`src/rtl/core_pkg.sv`:
```
// rtl/core_pkg.sv - shared forwarding codes, hazard FSM states and register-match helper
package core_pkg;

    localparam logic [1:0] FWD_REG = 2'b00;
    localparam logic [1:0] FWD_MEM = 2'b01;
    localparam logic [1:0] FWD_WB  = 2'b10;

    typedef enum logic [1:0] {
        RUN  = 2'd0,
        WAIT = 2'd1,
        ERR  = 2'd2
    } hz_state_t;

    // True when a writing stage targets a real (nonzero) register equal to the reader's source
    function automatic logic reg_match(input logic we, input logic [4:0] wr, input logic [4:0] rr);
        return we && (wr != 5'd0) && (wr == rr);
    endfunction

endpackage

```
`src/rtl/hazard_unit_if.sv`:
```
// rtl/hazard_unit_if.sv - datapath <-> hazard unit signal bundle
interface hazard_unit_if #(
    parameter int CNT_W = 32
);
    logic [4:0]       id_rs;
    logic [4:0]       id_rt;
    logic             id_uses_rt;
    logic             id_branch;
    logic             id_jr;
    logic             br_taken;
    logic [4:0]       ex_rs;
    logic [4:0]       ex_rt;
    logic [4:0]       ex_writereg;
    logic             ex_regwrite;
    logic             ex_memread;
    logic [4:0]       mem_writereg;
    logic             mem_regwrite;
    logic             mem_memread;
    logic             mem_access;
    logic             dmem_ready;
    logic [4:0]       wb_writereg;
    logic             wb_regwrite;
    logic [1:0]       DFasel;
    logic [1:0]       DFbsel;
    logic             pc_write;
    logic             ifid_write;
    logic             idex_bubble;
    logic             Flush;
    logic             freeze;
    logic             err;
    logic [CNT_W-1:0] stall_count;
    logic [CNT_W-1:0] flush_count;

    modport master (
        output id_rs, id_rt, id_uses_rt, id_branch, id_jr, br_taken,
               ex_rs, ex_rt, ex_writereg, ex_regwrite, ex_memread,
               mem_writereg, mem_regwrite, mem_memread, mem_access, dmem_ready,
               wb_writereg, wb_regwrite,
        input  DFasel, DFbsel, pc_write, ifid_write, idex_bubble, Flush,
               freeze, err, stall_count, flush_count
    );

    modport slave (
        input  id_rs, id_rt, id_uses_rt, id_branch, id_jr, br_taken,
               ex_rs, ex_rt, ex_writereg, ex_regwrite, ex_memread,
               mem_writereg, mem_regwrite, mem_memread, mem_access, dmem_ready,
               wb_writereg, wb_regwrite,
        output DFasel, DFbsel, pc_write, ifid_write, idex_bubble, Flush,
               freeze, err, stall_count, flush_count
    );
endinterface

```
`src/rtl/fwd_sel.sv`:
```
// rtl/fwd_sel.sv - ALU operand forwarding select for one EX source register
module fwd_sel
    import core_pkg::*;
(
    input  logic [4:0] ex_r,
    input  logic [4:0] mem_writereg,
    input  logic       mem_regwrite,
    input  logic [4:0] wb_writereg,
    input  logic       wb_regwrite,
    output logic [1:0] sel
);

    // The MEM stage holds the younger result, so it wins over WB
    always_comb begin
        sel = FWD_REG;
        if (reg_match(mem_regwrite, mem_writereg, ex_r))
            sel = FWD_MEM;
        else if (reg_match(wb_regwrite, wb_writereg, ex_r))
            sel = FWD_WB;
    end

endmodule

```
`src/rtl/hazard_unit.sv`:
```
// rtl/hazard_unit.sv - forwarding, stall/flush control, memory-wait FSM and perf counters
module hazard_unit
    import core_pkg::*;
#(
    parameter int MAX_WAIT = 15,
    parameter int CNT_W    = 32
) (
    input  logic         clk,
    input  logic         rst,
    hazard_unit_if.slave hz
);

    localparam int WAIT_W = $clog2(MAX_WAIT + 1);
    localparam logic [WAIT_W-1:0] WC_LAST = WAIT_W'(MAX_WAIT - 1);

    hz_state_t         state;
    logic [WAIT_W-1:0] wait_cnt;
    logic              err_q;
    logic [CNT_W-1:0]  stall_cnt;
    logic [CNT_W-1:0]  flush_cnt;

    logic lu, bs, hazard, freeze_c;
    logic pc_write_c, ifid_write_c, idex_bubble_c, flush_c;
    logic rs_busy, rt_busy;

    fwd_sel u_fwd_a (
        .ex_r         (hz.ex_rs),
        .mem_writereg (hz.mem_writereg),
        .mem_regwrite (hz.mem_regwrite),
        .wb_writereg  (hz.wb_writereg),
        .wb_regwrite  (hz.wb_regwrite),
        .sel          (hz.DFasel)
    );

    fwd_sel u_fwd_b (
        .ex_r         (hz.ex_rt),
        .mem_writereg (hz.mem_writereg),
        .mem_regwrite (hz.mem_regwrite),
        .wb_writereg  (hz.wb_writereg),
        .wb_regwrite  (hz.wb_regwrite),
        .sel          (hz.DFbsel)
    );

    // Branch compares in ID need the value ready; an ALU result in EX or a load in MEM is not
    always_comb begin
        lu = hz.ex_memread && (hz.ex_writereg != 5'd0) &&
             ((hz.ex_writereg == hz.id_rs) || (hz.id_uses_rt && (hz.ex_writereg == hz.id_rt)));
        rs_busy = reg_match(hz.ex_regwrite, hz.ex_writereg, hz.id_rs) ||
                  reg_match(hz.mem_memread, hz.mem_writereg, hz.id_rs);
        rt_busy = reg_match(hz.ex_regwrite, hz.ex_writereg, hz.id_rt) ||
                  reg_match(hz.mem_memread, hz.mem_writereg, hz.id_rt);
        bs = ((hz.id_branch || hz.id_jr) && rs_busy) || (hz.id_branch && rt_busy);
        hazard = lu || bs;
    end

    // The cycle dmem_ready arrives in WAIT the access completes, so the pipeline may advance then
    always_comb begin
        freeze_c = (state == ERR) ||
                   ((state == WAIT) && !hz.dmem_ready) ||
                   ((state == RUN) && hz.mem_access && !hz.dmem_ready);
        pc_write_c    = 1'b1;
        ifid_write_c  = 1'b1;
        idex_bubble_c = 1'b0;
        flush_c       = 1'b0;
        if (freeze_c) begin
            pc_write_c   = 1'b0;
            ifid_write_c = 1'b0;
        end else if (hazard) begin
            pc_write_c    = 1'b0;
            ifid_write_c  = 1'b0;
            idex_bubble_c = 1'b1;
        end else if (hz.br_taken) begin
            flush_c = 1'b1;
        end
    end

    always_ff @(posedge clk) begin
        if (rst) begin
            state     <= RUN;
            wait_cnt  <= '0;
            err_q     <= 1'b0;
            stall_cnt <= '0;
            flush_cnt <= '0;
        end else begin
            case (state)
                RUN: begin
                    wait_cnt <= '0;
                    if (hz.mem_access && !hz.dmem_ready)
                        state <= WAIT;
                end
                WAIT: begin
                    if (hz.dmem_ready) begin
                        state    <= RUN;
                        wait_cnt <= '0;
                    end else begin
                        wait_cnt <= wait_cnt + 1'b1;
                        if (wait_cnt == WC_LAST) begin
                            state <= ERR;
                            err_q <= 1'b1;
                        end
                    end
                end
                ERR: begin
                    err_q <= 1'b1;
                end
                default: begin
                    state    <= RUN;
                    wait_cnt <= '0;
                end
            endcase
            if (!pc_write_c)
                stall_cnt <= stall_cnt + 1'b1;
            if (flush_c)
                flush_cnt <= flush_cnt + 1'b1;
        end
    end

    assign hz.pc_write    = pc_write_c;
    assign hz.ifid_write  = ifid_write_c;
    assign hz.idex_bubble = idex_bubble_c;
    assign hz.Flush       = flush_c;
    assign hz.freeze      = freeze_c;
    assign hz.err         = err_q;
    assign hz.stall_count = stall_cnt;
    assign hz.flush_count = flush_cnt;

endmodule
```
`src/flat_wrapper.sv`:
```
// flat-port wrapper written by rule: the top's interface ports become plain ports
module hazard_unit_flat import core_pkg::*;
#(
    parameter int MAX_WAIT = 15,
    parameter int CNT_W    = 32
)
  (clk, rst, hz_id_rs, hz_id_rt, hz_id_uses_rt, hz_id_branch, hz_id_jr, hz_br_taken, hz_ex_rs, hz_ex_rt, hz_ex_writereg, hz_ex_regwrite, hz_ex_memread, hz_mem_writereg, hz_mem_regwrite, hz_mem_memread, hz_mem_access, hz_dmem_ready, hz_wb_writereg, hz_wb_regwrite, hz_DFasel, hz_DFbsel, hz_pc_write, hz_ifid_write, hz_idex_bubble, hz_Flush, hz_freeze, hz_err, hz_stall_count, hz_flush_count);
  hazard_unit_if #(.CNT_W(CNT_W)) hz_i ();
  input  logic clk;
  input  logic rst;
  input wire logic [$bits(hz_i.id_rs)-1:0] hz_id_rs;
  input wire logic [$bits(hz_i.id_rt)-1:0] hz_id_rt;
  input wire logic [$bits(hz_i.id_uses_rt)-1:0] hz_id_uses_rt;
  input wire logic [$bits(hz_i.id_branch)-1:0] hz_id_branch;
  input wire logic [$bits(hz_i.id_jr)-1:0] hz_id_jr;
  input wire logic [$bits(hz_i.br_taken)-1:0] hz_br_taken;
  input wire logic [$bits(hz_i.ex_rs)-1:0] hz_ex_rs;
  input wire logic [$bits(hz_i.ex_rt)-1:0] hz_ex_rt;
  input wire logic [$bits(hz_i.ex_writereg)-1:0] hz_ex_writereg;
  input wire logic [$bits(hz_i.ex_regwrite)-1:0] hz_ex_regwrite;
  input wire logic [$bits(hz_i.ex_memread)-1:0] hz_ex_memread;
  input wire logic [$bits(hz_i.mem_writereg)-1:0] hz_mem_writereg;
  input wire logic [$bits(hz_i.mem_regwrite)-1:0] hz_mem_regwrite;
  input wire logic [$bits(hz_i.mem_memread)-1:0] hz_mem_memread;
  input wire logic [$bits(hz_i.mem_access)-1:0] hz_mem_access;
  input wire logic [$bits(hz_i.dmem_ready)-1:0] hz_dmem_ready;
  input wire logic [$bits(hz_i.wb_writereg)-1:0] hz_wb_writereg;
  input wire logic [$bits(hz_i.wb_regwrite)-1:0] hz_wb_regwrite;
  output wire logic [$bits(hz_i.DFasel)-1:0] hz_DFasel;
  output wire logic [$bits(hz_i.DFbsel)-1:0] hz_DFbsel;
  output wire logic [$bits(hz_i.pc_write)-1:0] hz_pc_write;
  output wire logic [$bits(hz_i.ifid_write)-1:0] hz_ifid_write;
  output wire logic [$bits(hz_i.idex_bubble)-1:0] hz_idex_bubble;
  output wire logic [$bits(hz_i.Flush)-1:0] hz_Flush;
  output wire logic [$bits(hz_i.freeze)-1:0] hz_freeze;
  output wire logic [$bits(hz_i.err)-1:0] hz_err;
  output wire logic [$bits(hz_i.stall_count)-1:0] hz_stall_count;
  output wire logic [$bits(hz_i.flush_count)-1:0] hz_flush_count;
  assign hz_i.id_rs = hz_id_rs;
  assign hz_i.id_rt = hz_id_rt;
  assign hz_i.id_uses_rt = hz_id_uses_rt;
  assign hz_i.id_branch = hz_id_branch;
  assign hz_i.id_jr = hz_id_jr;
  assign hz_i.br_taken = hz_br_taken;
  assign hz_i.ex_rs = hz_ex_rs;
  assign hz_i.ex_rt = hz_ex_rt;
  assign hz_i.ex_writereg = hz_ex_writereg;
  assign hz_i.ex_regwrite = hz_ex_regwrite;
  assign hz_i.ex_memread = hz_ex_memread;
  assign hz_i.mem_writereg = hz_mem_writereg;
  assign hz_i.mem_regwrite = hz_mem_regwrite;
  assign hz_i.mem_memread = hz_mem_memread;
  assign hz_i.mem_access = hz_mem_access;
  assign hz_i.dmem_ready = hz_dmem_ready;
  assign hz_i.wb_writereg = hz_wb_writereg;
  assign hz_i.wb_regwrite = hz_wb_regwrite;
  assign hz_DFasel = hz_i.DFasel;
  assign hz_DFbsel = hz_i.DFbsel;
  assign hz_pc_write = hz_i.pc_write;
  assign hz_ifid_write = hz_i.ifid_write;
  assign hz_idex_bubble = hz_i.idex_bubble;
  assign hz_Flush = hz_i.Flush;
  assign hz_freeze = hz_i.freeze;
  assign hz_err = hz_i.err;
  assign hz_stall_count = hz_i.stall_count;
  assign hz_flush_count = hz_i.flush_count;
  hazard_unit #(.MAX_WAIT(MAX_WAIT), .CNT_W(CNT_W)) u_core (.clk(clk), .rst(rst), .hz(hz_i));
endmodule
```
`config.mk`:
```
export PLATFORM = sky130hd
export DESIGN_NAME = hazard_unit_flat
export DESIGN_NICKNAME = d
export VERILOG_FILES = /design/src/rtl/core_pkg.sv /design/src/rtl/hazard_unit_if.sv /design/src/rtl/fwd_sel.sv /design/src/rtl/hazard_unit.sv /design/src/flat_wrapper.sv
export SDC_FILE = /design/constraint.sdc
export NUM_CORES = 1
export LEC_CHECK = 0
export ABC_AREA = 0
export BUFFER_PORTS_ARGS = -buffer_cell sky130_fd_sc_hd__buf_2
export CORE_AREA = 8 8 101 103
export CTS_CLUSTER_SIZE = 14
export DETAILED_ROUTE_END_ITERATION = 7
export DIE_AREA = 0 0 109 111
export GPL_ROUTABILITY_DRIVEN = 1
export PLACE_DENSITY_LB_ADDON = 0.08
export SETUP_SLACK_MARGIN = 0.15
export SLEW_MARGIN = 20
export SYNTH_ARGS = -nofsm -noshare
export SYNTH_HDL_FRONTEND = slang
export SYNTH_HIERARCHICAL = 1
export SYNTH_SLANG_ARGS = --single-unit
```
`constraint.sdc`:
```
create_clock -name clk -period 2.8 [get_ports clk]
set_clock_uncertainty 0.1 [all_clocks]
set_input_delay 0.14 -clock clk [delete_from_list [all_inputs] [get_ports clk]]
set_output_delay 0.14 -clock clk [all_outputs]
set_load 0.02 [all_outputs]
```
==> summary.txt, run 1 <==
Status
  – Status: finished, final reports clean

Drt
  – Vias per cell: 5.36
  – DR pass1 iterations: 4
  – Routed Antenna Nets: 0
  – DR vias: 3,814
  – Post-Route WL: 10,900 µm
  – DRC viols: 0
  – Drt wl/cell: 15.3 µm
  – Initial detailed-routing violation count: 122

Synthesis
  – Cell taking the most area after synthesis: dfxtp_1
  – Synth top cells by count: 74 x nor2_1, 71 x dfxtp_1, 50 x xnor2_1
  – Async SR Flop Fraction: 0%
  – Top_reg_cell synth: dfxtp_1
  – Post-synthesis cell count: 479
  – Top-count cell post-synth: nor2_1
  – Average size of a mapped cell: 8.67 µm²
  – Yosys Warn Count: 6
  – Synthesized cell area: 4150 µm²
  – Synth top area share: 34.2%
  – Synthesized net count: 531
  – Synthesis-stage register bit count: 71
  – Synth area leaders: dfxtp_1 34%, xnor2_1 11%, xor2_1 9.1%, nor2_1 6.7%, nand3_1 3.1%
  – Post-synth EDFFs: 0
  – Register area share after synthesis: 34.2%
  – Yosys cell types: 51

Floorplanning
  – Die height: 111 µm
  – Initial Utilization: 48.6%
  – Num rows: 34
  – Die Area: 12,100 µm²
  – Die width: 109 µm
  – I/O pins: 122
  – Core region area: 8550 µm²

Placed design
  – Gp weighted congestion: 0.848
  – PortBufs: 121
  – Dpl hpwl: 8280 µm

STA
  – Final setup vio count: 0
  – TNS Setup: 0 ns
  – Final Hold Viols: 0
  – Max-slew headroom: 47.2%
  – Fin crit period: 2.37 ns
  – Max Clk Rate: 0.422 GHz
  – Slew Viols, Final: 0
  – RSZ-0062 raised after global routing: no
  – Slew @ Worst Pin: 0.792 ns
  – Final period util: 84.7%

Global route
  – First-pass GRT wire length: 18,200 µm
  – Gr ovfl total: 0
  – Vias in the first global route: 3,847
  – Largest net degree at the start of global routing: 45
  – All-Layer GR Usage: 17.9%
  – Initial antenna violation count: 0

CTS
  – Num Clock Sinks: 71
  – CTS max path bufs: 2
  – # resized after CTS: 0
  – Clock transition at the registers of the reported paths: 0.08 ns
  – Clock Tree Root: clkbuf_8
  – # Post-CTS Setup Buffers: 0
  – Total CTS buffers: 9
  – Number of H-tree levels: 3
  – Hold Buf Count CTS: 0
  – Clk Latency, worst-skew pair: 0.34 ns
  – CTS tree: built

Final layout
  – Area of the multi-input gates: 2570 µm²
  – # diodes: 0
  – Share of cells above drive strength 1: 30.0%
  – Fill cell count: 807
  – Register area: 1420 µm²
  – Nets: 651
  – Syn-to-layout area delta: 22.4%

Worst setup path
  – Crit path kind: reg -> out
  – CP arrival: 2.13 ns
  – Crit path capture type: output pin
  – Critical path fanouts, max: 12
  – Setup crit start kind: register
  – Worst EP required: 2.56 ns
  – R2R Setup Slk: 0.51 ns

Pwr
  – Total power draw: 2.28 mW
  – Int Power: 1.71 mW
  – Seq pwr share: 45.1%
  – Combinational share of power: 11.8%
  – Clk pwr share: 43.1%
  – PwrDens: 448 nW/µm²
  – Switching part of the total: 24.9%
  – Switching power total: 567 µW
  – Leakage: 2.08 nW
  – Maximum vdd drop: 0.191 mV

Run
  – Max Cap Violations: 0

Hold path
  – Worst hold path class: in -> reg
power groups by stage:
stage	logic, mW	registers [mW]	clock network, mW
6_report	0.268	1.03	0.983
5_1_grt	0.293	1.03	1.05
4_1_cts	0.270	1.03	1.01
3_5_place_dp	0.268	1.05	0
3_3_place_gp	0.264	1.05	0
2_1_floorplan	0.163	1.06	0
path summary, 6_finish.rpt:
check,from,endpoint,cells after the start
worst max-delay path,u_core/state[1]$_SDFFE_PP0P_,hz_idex_bubble,8
worst min-delay path,hz_dmem_ready,u_core/wait_cnt[2]$_SDFFE_PP0N_,4
worst max register to register,u_core/hz.flush_count[14]$_SDFFE_PP0P_,u_core/hz.flush_count[31]$_SDFFE_PP0P_,8
worst min register to register,u_core/hz.err$_SDFFE_PP0P_,u_core/hz.err$_SDFFE_PP0P_,2
logic make-up after synthesis:
logic type | after synthesis | synth area share (%)
simple gates | 222 | 30.6
buf+inv | 31 | 3.98
compound gates | 57 | 10.2
flops | 71 | 34.2
mux | 1 | 0.241
fa+ha+maj | 4 | 1.20
xor+xnor | 93 | 19.6
worst max-delay path: stages, from the launching register on:
cell and delay, ns:
dfxtp_1 0.38, nor2_2 0.25, o21ai_0 0.17, and2b_1 0.22, clkinv_1 0.09, buf_4 0.24
buf_4 0.23, nor2_1 0.06, buf_2 0.16
placed cells by master, fill, tap and decap left out, types with 10 or more instances in the layout:
master and count:
nand3_1 26, buf_4 12, and3_1 15, nor2_1 74, nand4_1 19, xor2_1 43, a21oi_1 14, buf_2 121
nor3_2 10, nand2_1 25, xnor2_1 50, dfxtp_1 71, o211ai_1 11
per-layer routing:
layer,share of wire (%),global-route usage [%],up-vias
met3,6.5,4.36,6
met2,49,30.4,85
met1,44,21.7,1788
met5,0,0,-
met4,0.70,5.02,0
li1,-,-,1935
state kept, by name, indices dropped and copies added (netlist names):
| name | flops |
|---|---|
| u_core/hz.flush_count | 32 |
| u_core/wait_cnt | 4 |
| u_core/state | 2 |
| u_core/hz.stall_count | 32 |
| u_core/hz.err | 1 |
final cells by class:
cell class | instances | area share (%)
clock buffers | 11 | 2.58
multi-input cells | 377 | 50.5
well taps | 108 | 2.66
flip-flops and latches | 71 | 28.0
clock inverters | 5 | 2.09
inverters | 7 | 0.517
repair buffers | 133 | 13.7
per-stage QoR:
step	instances	worst slack [ns]	hold slack (ns)	instance area, µm²	utilization [%]
after floorplan	479	0.661	0.200	4150	-
after global placement	696	0.505	0.331	4850	56.7
after detailed placement	696	0.435	0.339	4850	56.7
after CTS	712	0.402	0.00275	5080	59.5
after global routing	712	0.301	0.0124	5080	59.5
final	712	0.428	0.0205	5080	59.5
Power figures use the tool's default switching activity.
==> run 2: changes to the inputs <==
--- a/config.mk
+++ b/config.mk
@@ -5,12 +5,12 @@
 export SDC_FILE = /design/constraint.sdc
 export NUM_CORES = 1
 export LEC_CHECK = 0
-export ABC_AREA = 0
+export ABC_AREA = 1
 export BUFFER_PORTS_ARGS = -buffer_cell sky130_fd_sc_hd__buf_2
-export CORE_AREA = 8 8 101 103
+export CORE_AREA = 8 8 107 109
 export CTS_CLUSTER_SIZE = 14
 export DETAILED_ROUTE_END_ITERATION = 7
-export DIE_AREA = 0 0 109 111
+export DIE_AREA = 0 0 115 117
 export GPL_ROUTABILITY_DRIVEN = 1
 export PLACE_DENSITY_LB_ADDON = 0.08
 export SETUP_SLACK_MARGIN = 0.15
==> constraint.sdc (replaced) <==
create_clock -name clk -period 2.37 [get_ports clk]
set_clock_uncertainty 0.1 [all_clocks]
set_input_delay 0.1185 -clock clk [delete_from_list [all_inputs] [get_ports clk]]
set_output_delay 0.1185 -clock clk [all_outputs]
set_load 0.02 [all_outputs]
==> summary.txt, run 2 <==
STA
  – Final period util: 90.0%
  – Fin crit period: 2.13 ns
  – RSZ-0062 raised after global routing: yes (was no)
  – Max Clk Rate: 0.469 GHz
  – Final Hold Viols: 0 (unchanged)
  – Final setup vio count: 0 (unchanged)
  – Slew @ Worst Pin: 0.490 ns (was 0.792 ns)
  – Max-slew headroom: 67.3% (was 47.2%)
  – TNS Setup: 0 ns (unchanged)
  – Slew Viols, Final: 0 (unchanged)

Synthesis
  – Synthesis-stage register bit count: 71 (unchanged)
  – Average size of a mapped cell: 5.98 µm² (was 8.67 µm²)
  – Synth top area share: 29.8% (was 34.2%)
  – Top_reg_cell synth: dfxtp_1 (unchanged)
  – Yosys cell types: 33 (was 51)
  – Top-count cell post-synth: nand2_1 (was nor2_1)
  – Synth top cells by count: 225 x nand2_1, 123 x nor2_1, 91 x inv_1 (was 74 x nor2_1, 71 x dfxtp_1, 50 x xnor2_1)
  – Async SR Flop Fraction: 0% (unchanged)
  – Post-synth EDFFs: 0 (unchanged)
  – Register area share after synthesis: 29.8% (was 34.2%)
  – Synthesized cell area: 4770 µm² (was 4150 µm²)
  – Synth area leaders: dfxtp_1 30%, nand2_1 18%, nor2_1 9.7%, nand3_1 7.5%, inv_1 7.2% (was dfxtp_1 34%, xnor2_1 11%, xor2_1 9.1%, nor2_1 6.7%, nand3_1 3.1%)
  – Yosys Warn Count: 6 (unchanged)
  – Synthesized net count: 851 (was 531)
  – Cell taking the most area after synthesis: dfxtp_1 (unchanged)
  – Post-synthesis cell count: 799 (was 479)

Pwr
  – Combinational share of power: 15.8% (was 11.8%)
  – Clk pwr share: 40.5% (was 43.1%)
  – Switching power total: 819 µW (was 567 µW)
  – Leakage: 2.84 nW (was 2.08 nW)
  – Switching part of the total: 29.3% (was 24.9%)
  – PwrDens: 475 nW/µm² (was 448 nW/µm²)
  – Seq pwr share: 43.7% (was 45.1%)
  – Int Power: 1.97 mW (was 1.71 mW)
  – Maximum vdd drop: 0.260 mV (was 0.191 mV)

Global route
  – Largest net degree at the start of global routing: 45 (unchanged)
  – First-pass GRT wire length: 22,600 µm (was 18,200 µm)
  – Vias in the first global route: 4,973 (was 3,847)
  – Gr ovfl total: 0 (unchanged)
  – All-Layer GR Usage: 20.3% (was 17.9%)
  – Initial antenna violation count: 0 (unchanged)

Drt
  – Drt wl/cell: 13.0 µm (was 15.3 µm)
  – Initial detailed-routing violation count: 394 (was 122)
  – Routed Antenna Nets: 0 (unchanged)
  – DR pass1 iterations: 5 (was 4)
  – Post-Route WL: 13,900 µm (was 10,900 µm)
  – DRC viols: 0 (unchanged)
  – DR vias: 5,434 (was 3,814)
  – Vias per cell: 5.09 (was 5.36)

Floorplanning
  – Num rows: 37 (was 34)
  – Die Area: 13,500 µm² (was 12,100 µm²)
  – Die height: 117 µm (was 111 µm)
  – Initial Utilization: 48.2% (was 48.6%)
  – Die width: 115 µm (was 109 µm)
  – Core region area: 9910 µm² (was 8550 µm²)
  – I/O pins: 122 (unchanged)

Placed design
  – PortBufs: 121 (unchanged)
  – Dpl hpwl: 10,500 µm (was 8280 µm)
  – Placed cell count: 1,049 (was 696)
  – Gp weighted congestion: 0.995 (was 0.848)

CTS
  – Num Clock Sinks: 71 (unchanged)
  – Clk Latency, worst-skew pair: 0.35 ns (was 0.34 ns)
  – Clock Tree Root: clkbuf_8 (unchanged)
  – CTS tree: built (unchanged)
  – Total CTS buffers: 9 (unchanged)
  – Number of H-tree levels: 3 (unchanged)
  – CTS max path bufs: 2 (unchanged)
  – Clock transition at the registers of the reported paths: 0.09 ns (was 0.08 ns)

Hold path
  – Hold Path Depth: 4 (unchanged)
  – Min-Delay Endpoint: u_core/hz.flush_count[0]$_SDFFE_PP0P_ (was u_core/wait_cnt[2]$_SDFFE_PP0N_)
  – Worst hold path class: in -> reg (unchanged)
  – Hold path start: hz_br_taken (was hz_dmem_ready)

Worst setup path
  – R2R Setup Slk: 0.24 ns (was 0.51 ns)
  – Worst path max stage delay: 0.43 ns (was 0.38 ns)
  – Worst EP required: 2.51 ns (was 2.56 ns)
  – Worst reg2reg path startpoint: u_core/hz.flush_count[0]$_SDFFE_PP0P_ (was u_core/hz.flush_count[14]$_SDFFE_PP0P_)
  – Crit path kind: reg -> reg (was reg -> out)
  – Crit path capture type: register (was output pin)
  – CP arrival: 2.28 ns (was 2.13 ns)
  – Delay-heaviest family, CP: simple AND/OR/NAND/NOR gates (was buffers and inverters)
  – Critical path buffers and inverters: 1 (was 4)
  – Reg2reg end: u_core/hz.flush_count[30]$_SDFFE_PP0P_ (was u_core/hz.flush_count[31]$_SDFFE_PP0P_)
  – Reg2Reg Depth: 10 (was 8)
  – CP most frequent cell: nand3_1 (was buf_4)
  – Setup crit start kind: register (unchanged)
  – Critical path, cell by cell: ha_1 -> nand3_1 -> inv_1 -> nand3_1 -> nor2_1 -> nand4_1 -> nor3_2 -> nand3_1 -> nand2_1 -> nor2_1 (was nor2_2 -> o21ai_0 -> and2b_1 -> clkinv_1 -> buf_4 -> buf_4 -> nor2_1 -> buf_2)
  – Crit-path slowest cell: dfxtp_1 (unchanged)
  – Critical path fanouts, max: 5 (was 12)

Final layout
  – Most common cell after layout, fill and taps aside: nand2_1 (was buf_2)
  – Syn-to-layout area delta: 23.1% (was 22.4%)
  – Finished Layout Cells: 1,068 (was 712)
  – # diodes: 0 (unchanged)
  – Commonest non-fill, non-tap cells in the layout: 225 x nand2_1, 121 x buf_2, 121 x nor2_1 (was 121 x buf_2, 74 x nor2_1, 71 x dfxtp_1)
  – Fill cell count: 1,028 (was 807)
  – Share of cells above drive strength 1: 19.6% (was 30.0%)
  – Nets: 979 (was 651)

Run
  – Max Cap Violations: 0 (unchanged)

Status
  – Status: finished, final reports clean (unchanged)
-- run 2: cell count changes after synthesis, sizes merged, moves of 12 or more --
cell	previous run	this run
nand3	28	74
inv	6	98
nor2	75	130
and3	15	1
o211ai	12	0
xnor2	50	10
nand2	26	230
xor2	43	28
a21oi	14	65
-- run 2: routing by layer --
metal / share of wire [%] / GRT usage (%) / up-vias
met5: 0 / 0 / -
li1: - / - / 2791
met3: 6.7 / 4.87 / 17
met2: 48 / 36.5 / 148
met1: 43 / 23.1 / 2478
met4: 1.7 / 6.92 / 0
-- run 2: logic make-up after synthesis --
kind of cell | after synthesis | synth area share [%]
compound gates | 81 | 8.75
xor+xnor | 38 | 6.97
fa+ha+maj | 4 | 1.05
buf+inv | 120 | 9.91
flops | 71 | 29.8
simple gates | 485 | 43.6
-- run 2: worst max path at each step --
| stage | slack, ns | end | cells after the start | start |
|---|---|---|---|---|
| floorplan | 0.37 | u_core/hz.stall_count[28]$_SDFFE_PP0N_ | 12 | u_core/hz.stall_count[0]$_SDFFE_PP0N_ |
| global placement | 0.33 | u_core/hz.flush_count[30]$_SDFFE_PP0P_ | 10 | u_core/hz.flush_count[0]$_SDFFE_PP0P_ |
| detailed placement | 0.20 | u_core/hz.stall_count[28]$_SDFFE_PP0N_ | 12 | u_core/hz.stall_count[0]$_SDFFE_PP0N_ |
| CTS | 0.17 | hz_ifid_write | 8 | u_core/state[1]$_SDFFE_PP0P_ |
| global route | 0.08 | u_core/hz.stall_count[28]$_SDFFE_PP0N_ | 12 | u_core/hz.stall_count[1]$_SDFFE_PP0N_ |
| finish | 0.24 | u_core/hz.flush_count[30]$_SDFFE_PP0P_ | 10 | u_core/hz.flush_count[0]$_SDFFE_PP0P_ |
-- run 2: final cells by class --
type / instances / area (µm²) / share of cell area (%)
Multi-Input combinational cell: 608 / 2910 / 49.5
Sequential cell: 71 / 1420 / 24.2
Timing Repair Buffer: 138 / 776 / 13.2
Inverter: 99 / 372 / 6.32
Tap cell: 136 / 170 / 2.89
Clock buffer: 9 / 124 / 2.11
Clock inverter: 7 / 104 / 1.77
-- run 2: through the flow --
step                setup WS [ns]  total power [mW]  instance area (µm²)  util (%)  hold slack, ns
finish                      0.237              2.79                 5880      59.3          0.0388
CTS                         0.171              2.82                 5840      58.9          0.0159
global route               0.0849              2.93                 5880      59.3          0.0318
global placement            0.330              1.67                 5590      56.4           0.324
floorplan                   0.366              1.52                 4770         -           0.201
detailed placement          0.204              1.68                 5590      56.4           0.345
-- run 2: what timing repair did --
item	in CTS	in global routing
setup endpoints to repair	0	7
hold buffers	2	0
resized for setup	0	7
endpoints found under the hold margin	1	0
buffers inserted	0	1
-- run 2: tightest hold or removal path, cell delays in order --
cell,delay [ns]
buf_2,0.15
nand3_1,0.09
nand2_1,0.06
nor2_1,0.03
-- run 2: power by group through the flow --
stage,clock (mW),combinational [mW],sequential [mW]
floorplan,0,0.263,1.26
global placement,0,0.428,1.25
detailed placement,0,0.433,1.25
CTS,1.16,0.438,1.22
global route,1.22,0.488,1.22
finish,1.13,0.441,1.22
==> run 3: changes to the inputs <==
--- a/config.mk
+++ b/config.mk
@@ -7,10 +7,10 @@
 export LEC_CHECK = 0
 export ABC_AREA = 1
 export BUFFER_PORTS_ARGS = -buffer_cell sky130_fd_sc_hd__buf_2
-export CORE_AREA = 8 8 107 109
+export CORE_AREA = 8 8 114 116
 export CTS_CLUSTER_SIZE = 14
 export DETAILED_ROUTE_END_ITERATION = 7
-export DIE_AREA = 0 0 115 117
+export DIE_AREA = 0 0 122 124
 export GPL_ROUTABILITY_DRIVEN = 1
 export PLACE_DENSITY_LB_ADDON = 0.08
 export SETUP_SLACK_MARGIN = 0.15
==> summary.txt, run 3 (synthesis results as in run 2) <==
Status
  – Status: finished, final reports clean (unchanged)

CTS
  – Number of H-tree levels: 3 (unchanged)
  – Clock transition at the registers of the reported paths: 0.06 ns (was 0.09 ns)
  – Clk Latency, worst-skew pair: 0.34 ns (was 0.35 ns)
  – Total CTS buffers: 9 (unchanged)
  – CTS tree: built (unchanged)
  – CTS max path bufs: 2 (unchanged)
  – Num Clock Sinks: 71 (unchanged)
  – Clock Tree Root: clkbuf_16 (was clkbuf_8)

Final layout
  – Register area: 1420 µm² (unchanged)
  – Share of cells above drive strength 1: 19.6% (about the same)
  – Most common cell after layout, fill and taps aside: nand2_1 (unchanged)
  – Commonest non-fill, non-tap cells in the layout: 225 x nand2_1, 121 x buf_2, 121 x nor2_1 (unchanged)
  – Fill cell count: 1,209 (was 1,028)
  – Nets: 977 (was 979)
  – # diodes: 0 (unchanged)
  – Area of the multi-input gates: 2920 µm² (was 2910 µm²)
  – Syn-to-layout area delta: 24.0% (was 23.1%)
  – Post-route cell area: 5920 µm² (was 5880 µm²)
  – Finished Layout Cells: 1,073 (was 1,068)

Global route
  – Gr ovfl total: 0 (unchanged)
  – Largest net degree at the start of global routing: 59 (was 45)
  – All-Layer GR Usage: 18.9% (was 20.3%)
  – Initial antenna violation count: 0 (unchanged)
  – First-pass GRT wire length: 23,500 µm (was 22,600 µm)
  – Vias in the first global route: 5,014 (was 4,973)

Worst setup path
  – Beginning of the critical path: hz_mem_access (was u_core/hz.flush_count[0]$_SDFFE_PP0P_)
  – Critical path fanouts, max: 5 (unchanged)
  – Setup crit start kind: input port (was register)
  – Crit path to: hz_Flush (was u_core/hz.flush_count[30]$_SDFFE_PP0P_)
  – Crit path kind: in -> out (was reg -> reg)
  – Worst EP required: 2.15 ns (was 2.51 ns)
  – CP most frequent cell: buf_2 (was nand3_1)
  – Reg2reg end: u_core/hz.stall_count[24]$_SDFFE_PP0N_ (was u_core/hz.flush_count[30]$_SDFFE_PP0P_)
  – Worst reg2reg path startpoint: u_core/hz.stall_count[0]$_SDFFE_PP0N_ (was u_core/hz.flush_count[0]$_SDFFE_PP0P_)
  – Critical path, cell by cell: dlygate4sd3_1 -> buf_2 -> nand3_1 -> inv_1 -> nor3_4 -> nand4_2 -> nor2_1 -> buf_2 (was ha_1 -> nand3_1 -> inv_1 -> nand3_1 -> nor2_1 -> nand4_1 -> nor3_2 -> nand3_1 -> nand2_1 -> nor2_1)
  – Crit-path slowest cell: dlygate4sd3_1 (was dfxtp_1)
  – Worst path max stage delay: 0.53 ns (was 0.43 ns)
  – Crit path capture type: output pin (was register)
  – Reg2Reg Depth: 9 (was 10)
  – CP arrival: 1.87 ns (was 2.28 ns)
  – R2R Setup Slk: 0.29 ns (was 0.24 ns)

Drt
  – Vias per cell: 5.05 (was 5.09)
  – DR vias: 5,415 (was 5,434)
  – Initial detailed-routing violation count: 376 (was 394)
  – Routed Antenna Nets: 0 (unchanged)
  – Post-Route WL: 14,300 µm (was 13,900 µm)
  – DRC viols: 0 (unchanged)
  – Drt wl/cell: 13.3 µm (was 13.0 µm)
  – DR pass1 iterations: 5 (unchanged)

Placed design
  – Post-DP Area: 5570 µm² (was 5590 µm²)
  – PortBufs: 121 (unchanged)
  – Gp weighted congestion: 0.897 (was 0.995)
  – Dpl hpwl: 10,700 µm (was 10,500 µm)
  – Placed cell count: 1,055 (was 1,049)
  – Post-Place Setup Slack: 0.237 ns (was 0.204 ns)

STA
  – Slew @ Worst Pin: 0.520 ns (was 0.490 ns)
  – TNS Setup: 0 ns (unchanged)
  – Final setup vio count: 0 (unchanged)
  – Max-slew headroom: 65.3% (was 67.3%)
  – Fin crit period: 2.09 ns (was 2.13 ns)
  – Final Hold Viols: 0 (unchanged)
  – PnR worst setup slack: 0.285 ns (was 0.237 ns)
  – Max Clk Rate: 0.480 GHz (was 0.469 GHz)
  – RSZ-0062 raised after global routing: yes (unchanged)
  – Final period util: 88.0% (was 90.0%)
  – Slew Viols, Final: 0 (unchanged)

Pwr
  – Seq pwr share: 41.4% (was 43.7%)
  – Leakage: 2.84 nW (about the same)
  – Clk pwr share: 44.1% (was 40.5%)
  – Switching part of the total: 28.8% (was 29.3%)
  – PwrDens: 499 nW/µm² (was 475 nW/µm²)
  – Maximum vdd drop: 0.337 mV (was 0.260 mV)
  – Switching power total: 850 µW (was 819 µW)
  – Combinational share of power: 14.5% (was 15.8%)
  – Int Power: 2.10 mW (was 1.97 mW)

Floorplanning
  – Num rows: 39 (was 37)
  – Die width: 122 µm (was 115 µm)
  – Core region area: 11,200 µm² (was 9910 µm²)
  – Die height: 124 µm (was 117 µm)
  – Die Area: 15,100 µm² (was 13,500 µm²)
  – Initial Utilization: 42.7% (was 48.2%)
  – I/O pins: 122 (unchanged)

Hold path
  – Worst hold path class: in -> reg (unchanged)

Run
  – Max Cap Violations: 0 (unchanged)
## run 3: changes by cell type in the layout (fill, tap and decap cells not counted), moves of 2 or more
cell,delta
clkbuf_16,+9
bufinv_16,-2
clkbuf_8,-8
inv_6,+2
## run 3: how the worst min path moves through the flow
stage | from | end | slack (ns) | cells past startpoint
2_1_floorplan | hz_br_taken | u_core/hz.flush_count[2]$_SDFFE_PP0P_ | 0.20 | 3
3_3_place_gp | hz_mem_access | u_core/state[0]$_SDFFE_PP0P_ | 0.33 | 3
3_5_place_dp | hz_mem_access | u_core/state[0]$_SDFFE_PP0P_ | 0.34 | 3
4_1_cts | hz_dmem_ready | u_core/state[0]$_SDFFE_PP0P_ | 0.01 | 4
5_1_grt | hz_dmem_ready | u_core/state[0]$_SDFFE_PP0P_ | 0.04 | 4
6_report | hz_dmem_ready | u_core/state[0]$_SDFFE_PP0P_ | 0.02 | 4
## run 3: final cells by class
| class | count | area share (%) |
|---|---|---|
| Multi-Input combinational cell | 608 | 49.3 |
| Sequential cell | 71 | 24.0 |
| Timing Repair Buffer | 136 | 12.6 |
| Inverter | 99 | 6.28 |
| Clock buffer | 11 | 4.10 |
| Tap cell | 143 | 3.02 |
| Clock inverter | 5 | 0.655 |
## run 3: timing repair
item | CTS | global route
hold buffers | 1 | 0
gates resized for setup | 2 | 10
endpoints found under the hold margin | 1 | 0
setup endpoints to repair | 2 | 16
pin swaps | 0 | 1
setup buffers | 0 | 1
## run 3: routing by layer
| metal | GRT usage, % | vias up | part of all wire [%] |
|---|---|---|---|
| met5 | 0 | - | 0 |
| met1 | 23.0 | 2472 | 44 |
| met3 | 5.30 | 12 | 7.8 |
| li1 | - | 2783 | - |
| met2 | 31.9 | 148 | 47 |
| met4 | 5.47 | 0 | 1.3 |
## run 3: per-stage QoR
stage | hold slack [ns] | utilization (%) | power, mW
2_1_floorplan | 0.201 | - | 1.52
3_5_place_dp | 0.343 | 49.8 | 1.66
4_1_cts | 0.0108 | 52.5 | 2.98
3_3_place_gp | 0.330 | 49.8 | 1.66
5_1_grt | 0.0405 | 53.0 | 3.09
6_report | 0.0182 | 53.0 | 2.95
## run 3: power groups by stage
stage / clock (mW) / combinational, mW / sequential, mW
4_1_cts: 1.34 / 0.422 / 1.22
2_1_floorplan: 0 / 0.263 / 1.26
5_1_grt: 1.39 / 0.479 / 1.22
6_report: 1.30 / 0.428 / 1.22
3_3_place_gp: 0 / 0.411 / 1.25
3_5_place_dp: 0 / 0.417 / 1.25
## run 3: critical path, delay by kind of cell
family | cells | cell delay [ns]
simple gates | 4 | 0.79
buf+inv | 4 | 0.95
